File: src/rtl/pulse_stretcher.sv
// pulse_stretcher: stretches single-cycle event requests into fixed-length high periods
//   with a guaranteed minimum low gap, queuing up to 2^PEND_WIDTH-1 further requests.
// Ports:
//   clk      - single clock, all logic on rising edge
//   rst      - synchronous active-high reset; aborts any pulse and discards queued events
//   in       - event request, every cycle with in=1 is one event
//   out      - registered stretched level, high for ON_CYCLES per event
//   busy     - high whenever the block is not idle
//   pending  - queued events that have not started their high period yet
//   overflow - sticky, set when an event is dropped because the queue is full
module pulse_stretcher #(
    parameter int COUNT_WIDTH = 20,
    parameter int ON_CYCLES   = 480000,
    parameter int OFF_CYCLES  = 480000,
    parameter int PEND_WIDTH  = 2
) (
    input  logic                  clk,
    input  logic                  rst,
    input  logic                  in,
    output logic                  out,
    output logic                  busy,
    output logic [PEND_WIDTH-1:0] pending,
    output logic                  overflow
);
    typedef enum logic [1:0] {
        IDLE = 2'd0,
        ON   = 2'd1,
        GAP  = 2'd2
    } state_e;
    localparam logic [COUNT_WIDTH-1:0] ON_LAST  = COUNT_WIDTH'(ON_CYCLES - 1);
    localparam logic [COUNT_WIDTH-1:0] OFF_LAST = COUNT_WIDTH'(OFF_CYCLES - 1);
    localparam logic [PEND_WIDTH-1:0]  PEND_MAX = '1;
    state_e                  state_q, state_d;
    logic [COUNT_WIDTH-1:0]  cnt_q, cnt_d;
    logic [PEND_WIDTH-1:0]   pending_q, pending_d;
    logic                    overflow_q, overflow_d;
    logic                    out_q, out_d;
    logic                    last_on, last_gap;
    logic                    evt, take, full;
    always_ff @(posedge clk) begin
        if (rst) begin
            state_q    <= IDLE;
            cnt_q      <= '0;
            pending_q  <= '0;
            overflow_q <= 1'b0;
            out_q      <= 1'b0;
        end else begin
            state_q    <= state_d;
            cnt_q      <= cnt_d;
            pending_q  <= pending_d;
            overflow_q <= overflow_d;
            out_q      <= out_d;
        end
    end
    always_comb begin
        last_on  = state_q == ON && cnt_q == ON_LAST;
        last_gap = state_q == GAP && cnt_q == OFF_LAST;
        state_d  = state_q == IDLE ? (in ? ON : IDLE) :
                   state_q == ON   ? (last_on ? GAP : ON) :
                   state_q == GAP  ? (last_gap ? ((pending_q != '0 || in) ? ON : IDLE) : GAP) :
                                     IDLE;
        // counter restarts on every state entry and stays parked at 0 while idle
        cnt_d    = (state_d != state_q || state_q == IDLE) ? '0 : cnt_q + 1'b1;
    end
    always_comb begin
        // an in=1 on the last gap cycle with nothing queued starts the next pulse directly
        evt        = in && state_q != IDLE && !(last_gap && pending_q == '0);
        take       = last_gap && pending_q != '0;
        full       = pending_q == PEND_MAX;
        pending_d  = (evt && !take && !full) ? pending_q + 1'b1 :
                     (take && !evt)          ? pending_q - 1'b1 :
                                               pending_q;
        overflow_d = overflow_q | (evt && !take && full);
        out_d      = state_d == ON;
        busy       = state_q != IDLE;
    end
    assign out      = out_q;
    assign pending  = pending_q;
    assign overflow = overflow_q;
endmodule

File: config.mk
export PLATFORM = sky130hd
export DESIGN_NAME = pulse_stretcher
export DESIGN_NICKNAME = d
export VERILOG_FILES = /design/src/rtl/pulse_stretcher.sv
export SDC_FILE = /design/constraint.sdc
export NUM_CORES = 1
export LEC_CHECK = 0
export ABC_AREA = 0
export ABC_CLOCK_PERIOD_IN_PS = 2200
export CAP_MARGIN = 30
export CORE_MARGIN = 2
export CORE_UTILIZATION = 55
export DETAILED_ROUTE_END_ITERATION = 8
export GPL_TIMING_DRIVEN = 0
export PLACE_DENSITY = 0.79
export SLEW_MARGIN = 5
export SYNTH_ARGS = -nofsm -noshare
export SYNTH_HDL_FRONTEND = slang
export SYNTH_SLANG_ARGS = --single-unit
File: constraint.sdc
create_clock -name clk -period 2.2 [get_ports clk]
set_input_delay 0.44 -clock clk [delete_from_list [all_inputs] [get_ports clk]]
set_output_delay 0.44 -clock clk [all_outputs]
set_load 0.05 [all_outputs]
==> run metrics, run 1 <==
CP arrival approximately 1.7 ns; skew final 0.00222 ns; Num CTS Buffers 3; Max Cap Viol 0; Max-slew headroom 0.386; vias per cell approximately 5.4; clk_lat worst skew about 0.31 ns; Comb pwr share 0.075; Yosys cell types 34; Longest Clk Path Bufs 2; Worst-Margin Slew 0.913 ns; io pins 8; share of layout cells above drive strength 1 0.111; vias in the first global route about 860; RR Startpoint cnt_q[10]$_SDFF_PP0_; CP Capture Point pending[0]; Remaining Overflow, GRT 0; count of pins over their slew limit 0; PortBufs 7; Tot GR Track Use 0.189; Initial Util 0.593; Routed WL approximately 2.1 mm; crit path launch pending[0]$_SDFFE_PP0P_; 1st-iter DRT viols 13; fin nets 149; Worst R2R Path Depth 5; sw frac 0.221; Switch Pwr 0.171 mW; P_int approximately 0.60 mW; Residual DRC 0; initial antenna violation count 0; H-tree levels 1; slowest stage delay, CP 0.86 ns; first-pass GRT wire length roughly 3.7 mm; power share of the clock group 0.299; P_leak between 0.4 and 0.5 nW; Non-Filler Instances between 150 and 200; wire length per cell approximately 12 um; filler instances about 180; die height approximately 50 um; placeable core area 2000 um2; Final min period around 2.1 ns; post-DP HPWL about 1.6 mm; post-synth net total between 100 and 150; Cell Area, Synth roughly 1200 um2; crit path max fanout 8; CP Cell Sequence clkdlybuf4s50_1; Mapped Avg Cell Area 8.99 um2; Die Width approximately 50 um; Crit-path slowest cell clkdlybuf4s50_1; sequential cell area fraction in the yosys report 0.439; # setup viols final 0; post-route antenna net violation count 0; WS Path Type flip-flop to output port; part of the power in registers 0.625; hold crit path type flip-flop to flip-flop; cell count after placement ~170; gpl congestion ~0.8; Startpoint Class flip-flop; worst vdd ir 369 uV; die area 2540 um2; CP top delay family buffers and inverters; Power Dens Cells between 500 and 600 nW/um2; Hold-fix buffers, CTS 0; Site Rows 16; Reg2Reg Capture Point out$_SDFF_PP0_; CP Depth 1; clock sinks 26; Area Overhead vs Synth 12.7%; Min Hold Slack ~0.47 ns; Clock transition at path regs approximately 0.13 ns; Hold Path Cell Cnt 1; Syn Inst Count around 130; setup TNS 0 ns; crit end category output port; Max Clk Rate about 0.47 GHz; buffers plus inverters on the worst setup path 1; largest net degree at the start of global routing 15; yosys warns 0; CTS tree built; root buffer cell clkbuf_4; RSZ-0062 raised after global routing false; Vias just over 900; WP data required between 1.5 and 2 ns; final worst-path cycle share 0.957; final hold violations 0; status complete, no violations; r2r setup slk 0.17 ns; Synth Register Bits 26; ANT cells 0; drt pass-1 iters 4
-- synth_stat cells --
| cell type | n | area (um2) |
|---|---|---|
| or2_1 | 1 | 6.26 |
| and3_1 | 1 | 6.26 |
| nor2b_1 | 2 | 12.5 |
| mux2_2 | 2 | 22.5 |
| nor2_1 | 25 | 93.8 |
| and3_2 | 1 | 7.51 |
| nand2b_1 | 2 | 12.5 |
| buf_12 | 1 | 20.0 |
| a21o_2 | 1 | 8.76 |
| and4_2 | 1 | 10.0 |
| nor3b_1 | 1 | 7.51 |
| ha_1 | 1 | 12.5 |
| or2_2 | 1 | 6.26 |
| or3_1 | 1 | 6.26 |
| nand3_1 | 5 | 25.0 |
| nor4b_1 | 1 | 8.76 |
| xor2_1 | 12 | 105 |
| nor3_1 | 7 | 35.0 |
| inv_1 | 3 | 11.3 |
| o21ai_0 | 2 | 10.0 |
| nand4b_1 | 1 | 8.76 |
| nor4_1 | 2 | 12.5 |
| or4b_4 | 1 | 13.8 |
| and4_1 | 1 | 8.76 |
| nand2_1 | 9 | 33.8 |
| nand4_1 | 6 | 37.5 |
| or2_0 | 1 | 6.26 |
| dfxtp_1 | 26 | 521 |
| xnor2_1 | 5 | 43.8 |
| a31oi_1 | 2 | 12.5 |
| buf_6 | 1 | 11.3 |
| and2_2 | 1 | 7.51 |
| nor4_4 | 1 | 21.3 |
| a21oi_1 | 4 | 20.0 |
-- flip-flops by register name, summed over array words and instances, names as in the netlist --
register	flops
overflow	1
out	1
cnt_q	20
state_q	2
pending	2
-- layout make-up --
cell class | instances | area [um2] | share of cell area
clock buffers | 4 | 36.3 | 0.0272
well taps | 27 | 33.8 | 0.0253
repair buffers | 8 | 80.1 | 0.0599
plain buffers | 2 | 31.3 | 0.0234
flip-flops and latches | 26 | 520 | 0.390
multi-input cells | 101 | 623 | 0.466
inverters | 3 | 11.3 | 0.00843
-- through the flow --
stage          worst slack, ns  utilization  total power, mW  area [um2]
2_1_floorplan            0.291            -            0.530        1190
3_3_place_gp             0.181        0.644            0.549        1290
3_5_place_dp             0.122        0.644            0.551        1290
4_1_cts                 0.0808        0.663            0.782        1330
5_1_grt                 0.0133        0.668            0.802        1340
6_report                0.0942        0.668            0.771        1340
-- layer usage --
layer,track usage,vias to the layer above,part of all wire
li1,-,475,-
met1,0.234,439,0.50
met2,0.318,9,0.46
met3,0.0357,4,0.020
met4,0.0811,0,0.018
met5,0,-,0
-- power groups by stage --
stage                     clock [mW]  sequential (mW)  combinational, mW
after floorplan                    0            0.501             0.0285
after global placement             0            0.492             0.0568
after detailed placement           0            0.493             0.0582
after CTS                      0.241            0.482             0.0584
after global routing           0.255            0.484             0.0627
final                          0.231            0.482             0.0580
-- logic make-up (layout without fill, tap and decap cells) --
| group | after synthesis | in the layout | synth area share |
|---|---|---|---|
| AO/OA/AOI/OAI | 9 | 9 | 0.0432 |
| XOR/XNOR | 17 | 17 | 0.126 |
| adder cells (fa/ha/maj) | 1 | 1 | 0.0105 |
| buffers and inverters | 5 | 17 | 0.0359 |
| flip-flops | 26 | 26 | 0.439 |
| multiplexers | 2 | 2 | 0.0190 |
| AND/OR/NAND/NOR | 72 | 72 | 0.327 |
-- what timing repair did --
item	4_1_cts	5_1_grt
buffers inserted	0	1
gates resized for setup	0	1
endpoints found under the setup margin	0	3
-- how the worst min path moves through the flow --
stage                             start                  end
floorplan           cnt_q[0]$_SDFF_PP0_  cnt_q[0]$_SDFF_PP0_
global placement    cnt_q[0]$_SDFF_PP0_  cnt_q[0]$_SDFF_PP0_
detailed placement  cnt_q[0]$_SDFF_PP0_  cnt_q[0]$_SDFF_PP0_
CTS                 cnt_q[0]$_SDFF_PP0_  cnt_q[0]$_SDFF_PP0_
global route        cnt_q[0]$_SDFF_PP0_  cnt_q[0]$_SDFF_PP0_
finish              cnt_q[0]$_SDFF_PP0_  cnt_q[0]$_SDFF_PP0_
-- placed cells by master (no fill, tap or decap), types with 2 or more instances in the layout --
cell type,Yosys,final
nand4_1,6,6
nor4_1,2,2
nor3_1,7,7
a31oi_1,2,2
inv_1,3,3
nand2b_1,2,2
nand3_1,5,5
xnor2_1,5,5
a21oi_1,4,4
mux2_2,2,2
clkdlybuf4s50_1,0,6
clkbuf_4,0,3
nor2b_1,2,2
nand2_1,9,9
nor2_1,25,25
o21ai_0,2,2
dfxtp_1,26,26
xor2_1,12,12
No activity file was read; power rests on OpenSTA's default activity.
==> run 2, diff against run 1 <==
SKIP_LAST_GASP = 1   (was default)
==> results of run 2 <==
Same layout as run 1: the final DEF is identical, and so are final timing and power.
==> run 3, diff against run 2 <==
PLACE_DENSITY = 0.78   (was 0.79)
==> run metrics, run 3 (synthesized netlist as in run 1, its figures left out) <==
status complete, no violations (unchanged); largest net degree at the start of global routing 16 (was 15); final worst-path cycle share 0.948 (was 0.957); crit path max fanout 6 (was 8); Final min period 2.09 ns (was 2.11 ns); Die Width 50.4 um (unchanged); Place WS 0.151 ns (was 0.122 ns); GR Util met1 0.216 (was 0.234); commonest non-fill, non-tap cell in the layout dfxtp_1 (unchanged); clock sinks 26 (unchanged); Vias 919 (was 927); Max-slew headroom 0.390 (was 0.386); commonest cells after routing, fill and taps aside dfxtp_1 (26), nor2_1 (25), xor2_1 (12) (unchanged); Worst R2R Path Depth 5 (unchanged); Routed WL 2.09 mm (was 2.10 mm); WS Path Type flip-flop to flip-flop (was flip-flop to output port); hold crit path type flip-flop to flip-flop (unchanged); Hold-fix buffers, CTS 0 (unchanged); CTS tree built (unchanged); count of pins over their slew limit 0 (unchanged); RSZ-0062 raised after global routing false (unchanged); die height 50.4 um (unchanged); P_leak 0.452 nW (was 0.451 nW); Worst-Margin Slew 0.907 ns (was 0.913 ns); share of layout cells above drive strength 1 0.105 (was 0.111); Site Rows 16 (unchanged); PortBufs 7 (unchanged); WP data required 2.46 ns (was 1.76 ns); # setup viols final 0 (unchanged); Power Dens Cells 647 nW/um2 (was 577 nW/um2); buffer count from post-CTS setup fixing 0 (unchanged); 1st-iter DRT viols 22 (was 13); Max Clk Rate 0.480 GHz (was 0.475 GHz); post-DP HPWL 1.45 mm (was 1.56 mm); Startpoint Class flip-flop (unchanged); met2 Resource Use GR 0.311 (was 0.318); Hold Path Cell Cnt 1 (unchanged); Max Cap Viol 0 (unchanged); crit end category flip-flop (was output port); FF/Latch Area 520 um2 (unchanged); max FFs per register 20 (unchanged); die area 2540 um2 (unchanged); ANT cells 0 (unchanged); final worst slack 0.115 ns (was 0.0942 ns); Tot GR Track Use 0.182 (was 0.189); io pins 8 (unchanged); post-route antenna net violation count 0 (unchanged); drt pass-1 iters 4 (unchanged); gpl congestion 0.805 (was 0.797); Initial Util 0.593 (unchanged); initial antenna violation count 0 (unchanged); Area Overhead vs Synth 13.4% (was 12.7%); H-tree levels 1 (unchanged); Num CTS Buffers 3 (unchanged); Clock transition at path regs 0.14 ns (was 0.13 ns); final hold violations 0 (unchanged); grt met3 use 0.0536 (was 0.0357); clk_lat worst skew 0.33 ns (was 0.31 ns); multi-input logic area 623 um2 (unchanged); vias per cell 5.41 (was 5.42); root buffer cell clkbuf_4 (unchanged); vias in the first global route 825 (was 859); skew final 0.00578 ns (was 0.00222 ns); GRT busiest layer met2 (unchanged); Remaining Overflow, GRT 0 (unchanged); fin nets 148 (was 149); placeable core area 2000 um2 (unchanged); worst vdd ir 484 uV (was 369 uV); Residual DRC 0 (unchanged); Largest Register cnt_q (unchanged); first-pass GRT wire length 3.46 mm (was 3.65 mm); setup TNS 0 ns (unchanged); filler instances 167 (was 181); wire length per cell 12.3 um (about the same); Longest Clk Path Bufs 2 (unchanged); CP arrival 2.34 ns (was 1.67 ns)
## run 3: routing by layer
| metal | vias up | part of all wire | routed length (um) |
|---|---|---|---|
| li1 | 476 | - | - |
| met1 | 424 | 0.46 | 958 |
| met2 | 14 | 0.48 | 1010 |
| met3 | 5 | 0.041 | 85 |
| met4 | 0 | 0.015 | 31 |
| met5 | - | 0 | 0 |
## run 3: report_power, final
group          switching, mW  total [mW]  internal [mW]  leakage, nW
Combinational         0.0348      0.0577         0.0229        0.214
Sequential           0.00549       0.482          0.477        0.210
Clock                  0.147       0.331          0.184       0.0279
## run 3: path summary, 6_finish.rpt
path / start / end / slack (ns)
worst min register to register: cnt_q[0]$_SDFF_PP0_ / cnt_q[0]$_SDFF_PP0_ / 0.48
worst max-delay path: cnt_q[10]$_SDFF_PP0_ / out$_SDFF_PP0_ / 0.11
worst max register to register: cnt_q[10]$_SDFF_PP0_ / out$_SDFF_PP0_ / 0.11
worst min-delay path: cnt_q[0]$_SDFF_PP0_ / cnt_q[0]$_SDFF_PP0_ / 0.48
## run 3: repair_timing
action                                  in CTS  in global routing
hold endpoints to repair                     0                  0
endpoints found under the setup margin       0                  1
resized for setup                            0                  1
## run 3: critical path, stage by stage, from the launching register on
cell and delay, ns:
dfxtp_1 0.39, or4b_4 0.54, nor4_4 0.32, and2_2 0.23
mux2_2 0.34, nor3_1 0.19
## run 3: through the flow
step | area (um2) | total power, mW | instances | hold WS [ns] | utilization
after detailed placement | 1290 | 0.550 | 166 | 0.458 | 0.644
after CTS | 1340 | 0.879 | 170 | 0.490 | 0.671
after global placement | 1290 | 0.549 | 166 | 0.446 | 0.644
final | 1350 | 0.871 | 170 | 0.480 | 0.672
after global routing | 1350 | 0.903 | 170 | 0.510 | 0.672
after floorplan | 1190 | 0.530 | 132 | 0.430 | -
## run 3: cell type report
class / count / share of cell area
plain buffers: 2 / 0.0233
clock buffers: 3 / 0.0167
clock inverters: 1 / 0.0223
inverters: 3 / 0.00837
multi-input cells: 101 / 0.463
flip-flops and latches: 26 / 0.387
well taps: 27 / 0.0251
repair buffers: 7 / 0.0540
